<file path="src/rtl/alu32_core_pkg.sv">
// alu32_core_pkg: data width limit, opcode constants and decode helpers shared by the ALU files.
package alu32_core_pkg;
   localparam int DATA_INDEX_LIMIT = 31;
   typedef enum logic [4:0] {
      ALU_NOP = 5'd0,
      ALU_ADD = 5'd1,
      ALU_SUB = 5'd2,
      ALU_MUL = 5'd3,
      ALU_SRL = 5'd4,
      ALU_SLL = 5'd5,
      ALU_AND = 5'd6,
      ALU_OR  = 5'd7,
      ALU_NOR = 5'd8,
      ALU_SLT = 5'd9
   } alu_op_e;
   localparam int NUM_OPS = 9;

   // The adder subtracts for both SUB and SLT.
   function automatic logic op_subtracts(input logic [4:0] op);
      return (op == ALU_SUB) || (op == ALU_SLT);
   endfunction
endpackage

</file>
<file path="src/rtl/alu32_core_if.sv">
// alu32_core_if: operand, opcode and result bundle of the ALU.
interface alu32_core_if;
   import alu32_core_pkg::*;
   logic [DATA_INDEX_LIMIT:0] A;
   logic [DATA_INDEX_LIMIT:0] B;
   logic [5:0]                OPRN;
   logic [DATA_INDEX_LIMIT:0] Y;
   logic                      ZERO;
   logic [DATA_INDEX_LIMIT:0] Y_Q;
   logic                      ZERO_Q;
   modport master (output A, B, OPRN, input Y, ZERO, Y_Q, ZERO_Q);
   modport slave  (input A, B, OPRN, output Y, ZERO, Y_Q, ZERO_Q);
endinterface

</file>
<file path="src/rtl/alu32_core_mux32_2x1.sv">
// mux32_2x1: 32-bit two-way selector; S=0 passes I0, S=1 passes I1.
module mux32_2x1
   import alu32_core_pkg::*;
(
   output logic [DATA_INDEX_LIMIT:0] Y,
   input  logic [DATA_INDEX_LIMIT:0] I0,
   input  logic [DATA_INDEX_LIMIT:0] I1,
   input  logic                      S
);
   assign Y = S ? I1 : I0;
endmodule

</file>
<file path="src/rtl/alu32_core_rc_add_sub_32.sv">
// rc_add_sub_32: 32-bit ripple-carry adder/subtractor; SnA=1 computes A + ~B + 1.
module rc_add_sub_32
   import alu32_core_pkg::*;
(
   output logic [DATA_INDEX_LIMIT:0] Y,
   output logic                      CO,
   input  logic [DATA_INDEX_LIMIT:0] A,
   input  logic [DATA_INDEX_LIMIT:0] B,
   input  logic                      SnA
);
   logic [DATA_INDEX_LIMIT:0]   w_b;
   logic [DATA_INDEX_LIMIT+1:0] w_c;
   assign w_b    = B ^ {(DATA_INDEX_LIMIT+1){SnA}};
   assign w_c[0] = SnA;
   for (genvar i = 0; i <= DATA_INDEX_LIMIT; i++) begin : g_fa
      assign Y[i]     = A[i] ^ w_b[i] ^ w_c[i];
      assign w_c[i+1] = (A[i] & w_b[i]) | (w_c[i] & (A[i] ^ w_b[i]));
   end
   assign CO = w_c[DATA_INDEX_LIMIT+1];
endmodule

</file>
<file path="src/rtl/alu32_core.sv">
// alu32_core: 32-bit ALU with combinational Y/ZERO and a registered copy for debug/pipelining.
module alu32_core
   import alu32_core_pkg::*;
(
   input  logic         CLK,
   input  logic         RST,
   alu32_core_if.slave  bus
);
   logic [4:0]                w_op;
   logic [DATA_INDEX_LIMIT:0] w_sum;
   logic                      w_co;
   logic                      w_ov;
   logic                      w_slt;
   logic                      w_big;
   logic [DATA_INDEX_LIMIT:0] w_res   [1:NUM_OPS];
   logic [DATA_INDEX_LIMIT:0] w_chain [0:NUM_OPS];
   logic [DATA_INDEX_LIMIT:0] w_y;
   logic [DATA_INDEX_LIMIT:0] r_y_q;
   logic                      r_zero_q;

   // Masking keeps OPRN[5] out of the decode.
   assign w_op = 5'(bus.OPRN & 6'h1F);

   rc_add_sub_32 u_add_sub (
      .Y   (w_sum),
      .CO  (w_co),
      .A   (bus.A),
      .B   (bus.B),
      .SnA (op_subtracts(w_op))
   );

   // Overflow is carry-in XOR carry-out of the sign bit; B is inverted when subtracting.
   assign w_ov  = w_co ^ bus.A[DATA_INDEX_LIMIT] ^ ~bus.B[DATA_INDEX_LIMIT] ^ w_sum[DATA_INDEX_LIMIT];
   assign w_slt = w_sum[DATA_INDEX_LIMIT] ^ w_ov;
   assign w_big = |bus.B[DATA_INDEX_LIMIT:5];

   assign w_res[ALU_ADD] = w_sum;
   assign w_res[ALU_SUB] = w_sum;
   assign w_res[ALU_MUL] = bus.A * bus.B;
   assign w_res[ALU_SRL] = w_big ? '0 : bus.A >> bus.B[4:0];
   assign w_res[ALU_SLL] = w_big ? '0 : bus.A << bus.B[4:0];
   assign w_res[ALU_AND] = bus.A & bus.B;
   assign w_res[ALU_OR]  = bus.A | bus.B;
   assign w_res[ALU_NOR] = ~(bus.A | bus.B);
   assign w_res[ALU_SLT] = {{DATA_INDEX_LIMIT{1'b0}}, w_slt};

   // Unknown opcodes fall through every stage and leave zero.
   assign w_chain[0] = '0;
   for (genvar k = 1; k <= NUM_OPS; k++) begin : g_sel
      mux32_2x1 u_mux (
         .Y  (w_chain[k]),
         .I0 (w_chain[k-1]),
         .I1 (w_res[k]),
         .S  (w_op == 5'(k))
      );
   end
   assign w_y      = w_chain[NUM_OPS];
   assign bus.Y    = w_y;
   assign bus.ZERO = ~|w_y;

   always_ff @(posedge CLK or negedge RST) begin
      if (!RST) begin
         r_y_q    <= '0;
         r_zero_q <= 1'b0;
      end else begin
         r_y_q    <= w_y;
         r_zero_q <= ~|w_y;
      end
   end
   assign bus.Y_Q    = r_y_q;
   assign bus.ZERO_Q = r_zero_q;
endmodule

</file>
<file path="src/flat_wrapper.sv">
// flat-port wrapper written by rule: the top's interface ports become plain ports
module alu32_core_flat import alu32_core_pkg::*;
  (CLK, RST, bus_A, bus_B, bus_OPRN, bus_Y, bus_ZERO, bus_Y_Q, bus_ZERO_Q);
  alu32_core_if bus_i ();
  input  logic CLK;
  input  logic RST;
  input wire logic [$bits(bus_i.A)-1:0] bus_A;
  input wire logic [$bits(bus_i.B)-1:0] bus_B;
  input wire logic [$bits(bus_i.OPRN)-1:0] bus_OPRN;
  output wire logic [$bits(bus_i.Y)-1:0] bus_Y;
  output wire logic [$bits(bus_i.ZERO)-1:0] bus_ZERO;
  output wire logic [$bits(bus_i.Y_Q)-1:0] bus_Y_Q;
  output wire logic [$bits(bus_i.ZERO_Q)-1:0] bus_ZERO_Q;
  assign bus_i.A = bus_A;
  assign bus_i.B = bus_B;
  assign bus_i.OPRN = bus_OPRN;
  assign bus_Y = bus_i.Y;
  assign bus_ZERO = bus_i.ZERO;
  assign bus_Y_Q = bus_i.Y_Q;
  assign bus_ZERO_Q = bus_i.ZERO_Q;
  alu32_core u_core (.CLK(CLK), .RST(RST), .bus(bus_i));
endmodule
</file>
<file path="config.mk">
export PLATFORM = sky130hd
export DESIGN_NAME = alu32_core_flat
export DESIGN_NICKNAME = d
export VERILOG_FILES = /design/src/rtl/alu32_core_pkg.sv /design/src/rtl/alu32_core_if.sv /design/src/rtl/alu32_core_mux32_2x1.sv /design/src/rtl/alu32_core_rc_add_sub_32.sv /design/src/rtl/alu32_core.sv /design/src/flat_wrapper.sv
export SDC_FILE = /design/constraint.sdc
export NUM_CORES = 2
export LEC_CHECK = 0
export BUFFER_PORTS_ARGS = -buffer_cell sky130_fd_sc_hd__buf_2
export CORE_ASPECT_RATIO = 0.5
export CORE_MARGIN = 2
export CORE_UTILIZATION = 51
export CTS_CLUSTER_SIZE = 8
export DETAILED_ROUTE_END_ITERATION = 8
export PLACE_DENSITY = 0.68
export SLEW_MARGIN = 20
export SYNTH_ARGS = -nofsm -noshare
export SYNTH_HDL_FRONTEND = slang
export SYNTH_SLANG_ARGS = --single-unit
</file>
<file path="constraint.sdc">
create_clock -name CLK -period 20.1 [get_ports CLK]
set_clock_uncertainty 0.2 [all_clocks]
set_input_delay 2.01 -clock CLK [delete_from_list [all_inputs] [get_ports CLK]]
set_output_delay 2.01 -clock CLK [all_outputs]
set_load 0.01 [all_outputs]
</file>
==> out/summary.txt <==
fill count: 4,287
Final ANT Viol Nets: 0
final period utilization: 97.8%
routability cong.: 1.03
TritonRoute pass-1 iters: 6
DRC: 0
status: completed
Avg WL per Cell: 25.1 microns
YS warnings: 0
Netlist cell types: 83
Syn Inst Count: 2,850
Longest Clk Path Bufs: 2
die width: 308 microns
final hold violations: 0
first-pass GRT wire length: 132,000 microns
All-Layer GR Usage: 36.6%
crit path kind: in2out
CP Max Fanout: 3
# H-tree levels: 2
worst hold slack: 1.61 ns
CTS buffer count: 5
Period minus WS final: 19.66 ns
post-layout util: 54.7%
placed inst area: 0.0246 sq mm
Via density: 6.24
CTS Sinks: 33
die area: 0.0480 sq mm
Fmax achieved: 0.0509 GHz
max-cap violations: 0
CP required: 17.89 ns
routed vias: 21,400
fin. max-slew vios: 0
pre-CTS WS: -0.153 ns
initial core utilization: 51.9%
Post-Syn Nets: 3,487
antenna violations before repair: 0
largest net degree at the start of global routing: 98
syn avg cell area: 8.25 sq um
Core ar.: 0.0453 sq mm
GRT overflow: 0
hold-fix buffers at CTS: 0
Worst setup EP type: primary output
ANT cells: 0
design area: 0.0248 sq mm
RSZ-0062 raised after global routing: false
cell mode on critical path: fa_2
DR iter-0 viols: 2,580
Port Buffers: 136
Final nets: 3,467
slowest CP cell: or4_1
vias in the first global route: 21,900
CP arrival: 17.45 ns
Hold Crit Class: in2async
count of final setup violators: 0
Mapped Area: 0.0235 sq mm
hpwl dp: 63,100 microns
CP peak stage delay: 0.57 ns
Die Y: 156 microns
area delta synth->final: 5.49%
CTS tree: yes
prevailing post-synth register cell: dfrtp_1
Reg clk slew, reported paths: 0.07 ns
startpoint types: input pin
FP Rows: 55
#FFs+latches synth: 33
number of synthesized flops with an enable pin: 0
worst setup margin: 0.441 ns
sequential fraction of the synthesis area: 3.51%
layout cell share with drive strength beyond 1: 11.2%
io pins: 138
DRT Wirelength: 86,200 microns
asr flop ratio synth: 100%
clock tree root driver cell: clkbuf_16
Slew headroom: 22.4%
Worst-Margin Slew: 1.16 ns
critical path, delay by kind of cell:
family	cells	cell delay [ns]
AO/OA/AOI/OAI	3	0.38
XOR/XNOR	3	0.46
adder cells (fa/ha/maj)	31	11.54
AND/OR/NAND/NOR	8	2.33
buffers and inverters	6	0.71
final cells by class:
class                           count  area (sq um)  area share [%]
Multi-Input combinational cell   2064         19900            80.3
Inverter                          527          1980            7.97
Timing Repair Buffer              199          1170            4.73
Sequential cell                    33           826            3.33
Tap cell                          598           748            3.02
Clock buffer                        5           125           0.504
Clock inverter                      2          35.0           0.141
cell usage in the layout, fill, tap and decap left out, types with 11 or more instances in the layout:
master	synthesis	layout
o21ai_0	59	57
and2_1	137	137
o21a_1	11	11
o22ai_1	18	18
nand2b_1	15	15
buf_4	3	65
o211ai_1	15	15
a21o_1	13	13
and3_1	14	14
a211oi_1	28	28
fa_1	439	410
mux4_2	36	36
xor2_1	20	20
a221oi_1	20	20
o31ai_1	12	12
a22oi_1	12	12
mux2i_1	51	51
a31oi_1	13	13
inv_1	524	523
buf_2	20	133
maj3_1	19	19
nor4_1	15	14
nor2_1	80	80
nand2_1	497	496
a21oi_1	79	79
dfrtp_1	33	33
ha_1	126	126
mux2_2	21	21
xnor2_1	92	90
nor3_1	37	37
fa_2	0	29
nand3_1	27	27
how the worst max path moves through the flow:
stage | start | to | slack (ns) | cells past startpoint
3_3_place_gp | bus_OPRN[0] | bus_ZERO | -0.04 | 51
3_5_place_dp | bus_OPRN[0] | bus_ZERO | -0.15 | 51
4_1_cts | bus_OPRN[0] | bus_ZERO | 0.03 | 51
6_report | bus_OPRN[0] | bus_ZERO | 0.44 | 51
2_1_floorplan | bus_OPRN[0] | bus_ZERO | 0.03 | 54
5_1_grt | bus_OPRN[0] | bus_ZERO | 0.003 | 51
synth_stat cells, types with 11 or more instances:
cell type / instances / area share (%)
maj3_1: 19 / 0.81
buf_1: 35 / 0.56
a21oi_1: 79 / 1.7
a22oi_1: 12 / 0.38
and3_1: 14 / 0.37
nand2_1: 497 / 7.9
mux2_2: 21 / 1.0
mux4_2: 36 / 3.4
nor4_1: 15 / 0.40
o31ai_1: 12 / 0.38
xor2_1: 20 / 0.74
inv_1: 524 / 8.4
a31oi_1: 13 / 0.35
fa_1: 439 / 37
buf_2: 20 / 0.43
nand2b_1: 15 / 0.40
ha_1: 126 / 6.7
o211ai_1: 15 / 0.48
a211oi_1: 28 / 0.89
a21o_1: 13 / 0.41
nor2_1: 80 / 1.3
clkbuf_1: 164 / 2.6
o21ai_0: 59 / 1.3
nor3_1: 37 / 0.79
o21a_1: 11 / 0.35
o22ai_1: 18 / 0.48
dfrtp_1: 33 / 3.5
mux2i_1: 51 / 2.2
nand3_1: 27 / 0.57
and2_1: 137 / 3.6
xnor2_1: 92 / 3.4
a221oi_1: 20 / 0.74
flip-flops by register name, summed over array words and instances, names as in the netlist:
signal / count
u_core.bus.ZERO_Q: 1
u_core.bus.Y_Q: 32
routing by layer:
metal / global-route usage, % / up-vias / routed length, microns / share of wire [%]
met5: 0 / - / 0 / 0
met3: 9.55 / 306 / 11200 / 13
li1: - / 8967 / - / -
met4: 16.6 / 0 / 4480 / 5.2
met2: 54.6 / 1409 / 36300 / 42
met1: 50.3 / 10700 / 34200 / 40
kinds of logic (layout without fill, tap and decap cells):
logic type	count (synthesis)	count (layout)	share of synthesized area (%)
and+or+nand+nor	885	885	17.3
xor gates and xnor gates	113	113	4.27
DFF	33	33	3.51
buffers and inverters	753	733	12.3
adders and majority gates	584	584	44.9
AOI/OAI and AO/OA	373	373	11.0
muxes	109	109	6.74
metrics by stage:
step | setup TNS, ns | cells
after floorplan | 0 | 2850
after detailed placement | -0.153 | 3421
after global routing | 0 | 3428
final | 0 | 3428
after CTS | 0 | 3428
after global placement | -0.0417 | 3421
what timing repair did:
| action | 4_1_cts | 5_1_grt |
|---|---|---|
| setup endpoints to repair | 1 | 1 |
| pin swaps | 1 | 26 |
| buffers inserted | 0 | 0 |
| resized for setup | 4 | 13 |
Power is not shown: default switching activity piles up to over one toggle a cycle in this logic, so the estimate is an artifact.
